$ cat src/rtl/riscv_mmio_pkg.sv
// riscv_mmio_pkg: register offsets, STATUS bit positions and UART FSM states
package riscv_mmio_pkg;
  localparam logic [31:0] TXDATA_OFF = 32'h0;
  localparam logic [31:0] STATUS_OFF = 32'h4;
  localparam int ST_FULL = 0;
  localparam int ST_EMPTY = 1;
  localparam int ST_ACTIVE = 2;
  localparam int ST_OVF = 3;
  typedef enum logic [1:0] {IDLE = 2'd0, START = 2'd1, DATA = 2'd2, STOP = 2'd3} state_t;
endpackage

$ cat src/rtl/tx_fifo.sv
// tx_fifo: power-of-two circular FIFO with combinational read data
module tx_fifo #(
  parameter int DEPTH = 4,
  parameter int WIDTH = 8
) (
  input  logic             clk,
  input  logic             reset,
  input  logic             push,
  input  logic             pop,
  input  logic [WIDTH-1:0] din,
  output logic [WIDTH-1:0] dout,
  output logic             full,
  output logic             empty
);
  localparam int AW = $clog2(DEPTH);
  logic [WIDTH-1:0] mem [DEPTH];
  logic [AW-1:0] wptr, rptr;
  logic [AW:0] count;
  logic do_push, do_pop;
  assign full = count == (AW+1)'(DEPTH);
  assign empty = count == '0;
  assign do_pop = pop && !empty;
  assign do_push = push && (!full || do_pop);
  assign dout = mem[rptr];
  always_ff @(posedge clk)
    if (do_push) mem[wptr] <= din;
  always_ff @(posedge clk)
    if (reset) begin
      wptr <= '0;
      rptr <= '0;
      count <= '0;
    end else begin
      wptr <= do_push ? wptr + 1'b1 : wptr;
      rptr <= do_pop ? rptr + 1'b1 : rptr;
      count <= count + (AW+1)'(do_push) - (AW+1)'(do_pop);
    end
endmodule

$ cat src/rtl/mmio_uart_tx.sv
// mmio_uart_tx: memory-mapped 8N1 UART transmitter fed by a byte FIFO
module mmio_uart_tx
  import riscv_mmio_pkg::*;
#(
  parameter int          CLKS_PER_BIT = 16,
  parameter int          FIFO_DEPTH   = 4,
  parameter logic [31:0] BASE_ADDR    = 32'h0000_0100
) (
  input  logic        clk,
  input  logic        reset,
  input  logic        we,
  input  logic [31:0] addr,
  input  logic [31:0] wdata,
  output logic [31:0] rdata,
  output logic        tx,
  output logic        busy
);
  localparam int BW = $clog2(CLKS_PER_BIT);
  state_t state, state_n;
  logic [BW-1:0] cnt;
  logic [2:0] bit_idx, bit_n;
  logic [7:0] data, data_n, dout;
  logic full, empty, pop, overflow, done, sel_tx, sel_st, unused_wdata;
  assign sel_tx = addr == BASE_ADDR + TXDATA_OFF;
  assign sel_st = addr == BASE_ADDR + STATUS_OFF;
  assign done = cnt == BW'(CLKS_PER_BIT - 1);
  assign busy = state != IDLE || !empty;
  assign unused_wdata = ^wdata[31:8];
  tx_fifo #(.DEPTH(FIFO_DEPTH), .WIDTH(8)) u_fifo (
    .clk(clk), .reset(reset), .push(we && sel_tx), .pop(pop),
    .din(wdata[7:0]), .dout(dout), .full(full), .empty(empty)
  );
  always_comb begin
    state_n = state;
    pop = 1'b0;
    case (state)
      IDLE: begin
        pop = !empty;
        state_n = empty ? IDLE : START;
      end
      START: state_n = done ? DATA : START;
      DATA: state_n = (done && bit_idx == 3'd7) ? STOP : DATA;
      STOP: begin
        pop = done && !empty;
        state_n = !done ? STOP : empty ? IDLE : START;
      end
      default: state_n = IDLE;
    endcase
    bit_n = (state_n != state) ? 3'd0 : (state == DATA && done) ? bit_idx + 3'd1 : bit_idx;
    data_n = pop ? dout : data;
  end
  always_ff @(posedge clk)
    if (reset) begin
      state <= IDLE;
      cnt <= '0;
      bit_idx <= '0;
      data <= '0;
      tx <= 1'b1;
      overflow <= 1'b0;
    end else begin
      state <= state_n;
      cnt <= (state_n != state || done || state_n == IDLE) ? '0 : cnt + 1'b1;
      bit_idx <= bit_n;
      data <= data_n;
      tx <= state_n == START ? 1'b0 : state_n == DATA ? data_n[bit_n] : 1'b1;
      overflow <= (we && sel_st) ? 1'b0 : (we && sel_tx && full && !pop) ? 1'b1 : overflow;
    end
  always_comb begin
    rdata = '0;
    if (sel_st) begin
      rdata[ST_FULL] = full;
      rdata[ST_EMPTY] = empty;
      rdata[ST_ACTIVE] = state != IDLE;
      rdata[ST_OVF] = overflow;
    end
  end
endmodule

$ cat config.mk
export PLATFORM = sky130hd
export DESIGN_NAME = mmio_uart_tx
export DESIGN_NICKNAME = d
export VERILOG_FILES = /design/src/rtl/riscv_mmio_pkg.sv /design/src/rtl/tx_fifo.sv /design/src/rtl/mmio_uart_tx.sv
export SDC_FILE = /design/constraint.sdc
export NUM_CORES = 1
export LEC_CHECK = 0
export CELL_PAD_IN_SITES_DETAIL_PLACEMENT = 1
export CELL_PAD_IN_SITES_GLOBAL_PLACEMENT = 2
export CORE_MARGIN = 3
export CORE_UTILIZATION = 30
export CTS_BUF_LIST = sky130_fd_sc_hd__clkbuf_8
export DETAILED_ROUTE_END_ITERATION = 7
export GPL_ROUTABILITY_DRIVEN = 1
export HOLD_SLACK_MARGIN = 0.15
export PLACE_DENSITY = 0.9
export SETUP_SLACK_MARGIN = 0.15
export SYNTH_ARGS = -nofsm -noshare
export SYNTH_HDL_FRONTEND = slang
export SYNTH_SLANG_ARGS = --single-unit
$ cat constraint.sdc
create_clock -name clk -period 3.3 [get_ports clk]
set_clock_uncertainty 0.2 [all_clocks]
set_input_delay 0.66 -clock clk [delete_from_list [all_inputs] [get_ports clk]]
set_output_delay 0.66 -clock clk [all_outputs]
set_load 0.05 [all_outputs]
==> results of run 1 <==
==> worst max-delay path by stage <==
stage	end	slack [ps]	startpoint
global route	rdata[0]	140	addr[5]
CTS	rdata[0]	150	addr[11]
finish	rdata[0]	250	addr[5]
detailed placement	u_fifo.count[1]$_SDFF_PP0_	100	addr[11]
global placement	u_fifo.count[1]$_SDFF_PP0_	150	addr[5]
floorplan	rdata[0]	500	addr[11]
==> placed cells by master, fill, tap and decap left out, drive strengths merged, types with 2 or more instances in the layout <==
| cell | instances |
|---|---|
| nand4 | 3 |
| conb | 28 |
| and2 | 5 |
| nor4 | 6 |
| dfxtp | 28 |
| nor3 | 4 |
| clkdlybuf4s50 | 44 |
| clkinv | 3 |
| and3 | 4 |
| nand2 | 8 |
| a21oi | 2 |
| xor2 | 3 |
| nor2b | 5 |
| nor2 | 27 |
| a211oi | 2 |
| clkinvlp | 3 |
| mux2 | 2 |
| nand3 | 4 |
| mux4 | 8 |
| mux2i | 11 |
| inv | 11 |
| ha | 14 |
| edfxtp | 32 |
| xnor2 | 8 |
| clkbuf | 9 |
| or2 | 3 |
| buf | 12 |
==> cell families after synthesis <==
logic type,count (synthesis)
flip-flops,60
AND/OR/NAND/NOR,72
buffers and inverters,44
adder cells (fa/ha/maj),15
multiplexers,21
AO/OA/AOI/OAI,15
XOR/XNOR,11
other,1
==> cell type report <==
type                       count  share of cell area (%)
sequential                    60                    40.1
multi-input combinational    162                    34.1
inverter                      11                    1.09
tap                          129                    4.26
timing repair buffer          56                    15.3
clock buffer                   9                    3.27
clock inverter                 7                    1.78
==> registers in the layout, indices dropped and copies added (netlist names), 2 cells and up, named ones only <==
signal,flops
data,8
state,2
u_fifo.wptr,2
cnt,4
u_fifo.rptr,2
u_fifo.mem,32
bit_idx,3
u_fifo.count,3
==> stage by stage <==
step           hold WS (ps)  std cells  power, mW  cell area [µm²]  util, %
6_report                264        434       1.57             3790     40.3
3_3_place_gp            228        418      0.933             3570     37.9
5_1_grt                 283        434       1.64             3790     40.3
3_5_place_dp            260        418      0.936             3570     37.9
4_1_cts                 273        434       1.59             3760     40.0
2_1_floorplan           218        266      0.903             3070        -
==> power groups by stage <==
stage                     Sequential [mW]  Clock [mW]  Combinational (mW)
final                               0.785       0.647               0.137
after floorplan                     0.801           0               0.102
after global routing                0.784       0.712               0.143
after global placement              0.801           0               0.132
after CTS                           0.784       0.671               0.135
after detailed placement            0.801           0               0.134
==> routing by layer <==
metal	part of all wire, %	vias to the layer above	global-route usage, %
li1	-	920	-
met1	40	940	12.8
met2	54	35	22.0
met3	3.5	14	3.06
met4	2.2	0	5.72
met5	0	-	0
==> critical path: stages <==
cell,delay (ps)
clkdlybuf4s50_1,390
nor4_1,290
nand4_1,170
nor2_2,150
buf_4,120
nand2_1,80
nor2_2,160
buf_12,150
==> metrics, run 1 <==
result of the run=finished clean; core area=around 0.0094 mm²; Hold Crit Depth=1; DRC violations left=0; Post-synth top cells=edfxtp_1, buf_4, dfxtp_1; Fillers=1010; Clock Sinks=60; Comb power frac=8.7%; reg2reg end=tx$_SDFF_PP1_; Yosys top cell area share=32.4%; CTS buffer count=9; Multi-input gate area=around 0.0013 mm²; grt ovf=0; top_reg_cell synth=edfxtp_1; Yosys cell types=46; DP Wirelength=roughly 5000 µm; initial antenna violation count=0; Peak Freq=328 MHz; Worst EP arrival=2190 ps; IO Port Bufs=48; min Tclk post-route=3050 ps; startpoint types=input port; Ys Warns=0; cell with the most instances after synthesis=edfxtp_1; drt total wl=~6400 µm; Worst Hold End=cnt[0]$_SDFF_PP0_; Vias per Instance=4.40; io pins=101; die area=approximately 0.011 mm²; deepest clock path buffer count=2; DIE WIDTH=105 µm; Avg Cell Area, Syn=12.4 µm²; part of the power in registers=~50%; Worst R2R Setup Slack=around 500 ps; Crit Path Max Fanout=3; internal power=between 1 and 1.5 mW; Layout area overhead=27.7%; Setup Fix Bufs, Post-CTS=0; total global-route track usage=roughly an eighth; Critical Path Sink Type=primary output; unrepaired setup endpoints after global routing=false; Peak VDD IR=around 320 µV; Post-synth ARST share=0%; Final #Nets=382; # setup viols final=0; cts repair resizes=0; largest family of logic cells by synthesized area=simple AND/OR/NAND/NOR gates; Netlist Area Pre-Place=0.00297 mm²; max cap viols=0; Hold Fails Final Rpt=0; Slew Limit Fails=0; mux contribution to synthesized area=12.0%; clock root cell=clkbuf_8; top area cells in the synthesized netlist=edfxtp_1, dfxtp_1, buf_4; H-tree level count=3; Pre-Repair DR Iteration Count=3; worst slew pin tran=~600 ps; Compound-Gate Fraction of Synth Area=approximately 4.4%; xor-xnor portion of the synthesized cell area=around 3.2%; Synth Instances=roughly 240; vias post-DR=around 1900; Synth Area in Adders=roughly 6.6%; class of the worst hold path=register to register; share of layout cells above drive strength 1=15.7%; critical path class=input port to primary output; Total Neg Setup Slack=0 ps; pin count of the biggest net entering global routing=15; #FFs+latches synth=60; NetSw=just under 0.4 mW; worst slack, placed=around 100 ps; Reg2Reg Launch Point=state[0]$_SDFF_PP0_; Clock transition at path regs=around 70 ps; hold buffer count at CTS=0; Diodes inserted=0; Pleak=about 1.4 nW; Power Density=slightly above 400 mW/mm²; Clk pwr share=slightly above 40%; CTS tree=built; simple-gate share of the synthesized area=12.8%; WL per Instance=~15 µm; Sw Share=roughly a quarter; Die Y=about 110 µm; total area of sequential cells=~0.0015 mm²; routability cong.=~0.74; Final period util=approximately 92%; worst rel slew slack=between 50% and 60%; Post-synth EDFFs=32; Hold Startpoint=cnt[0]$_SDFF_PP0_; Required @ worst endpoint=between 2000 and 2500 ps; initial DRC count=56; R2R cell count=10; first-pass GRT wire length=around 10000 µm; post-route worst setup slack=around 250 ps; Starting Density=roughly a third; vias in the first global route=between 2000 and 2500; Rows=35; worst skew pair latency=roughly 350 ps; Final ANT Viol Nets=0; Synth area leader=edfxtp_1; register area share after synthesis=51.3%
Note: power is estimated with default switching activity, not from simulation.
==> run 2, diff against run 1 <==
--- a/config.mk
+++ b/config.mk
@@ -11,7 +11,7 @@
 export CORE_UTILIZATION = 30
 export CTS_BUF_LIST = sky130_fd_sc_hd__clkbuf_8
 export DETAILED_ROUTE_END_ITERATION = 7
-export GPL_ROUTABILITY_DRIVEN = 1
+export GPL_ROUTABILITY_DRIVEN = 0
 export HOLD_SLACK_MARGIN = 0.15
 export PLACE_DENSITY = 0.9
 export SETUP_SLACK_MARGIN = 0.15
==> results of run 2 <==
Same layout as run 1: the final DEF is identical, and so are final timing and power.
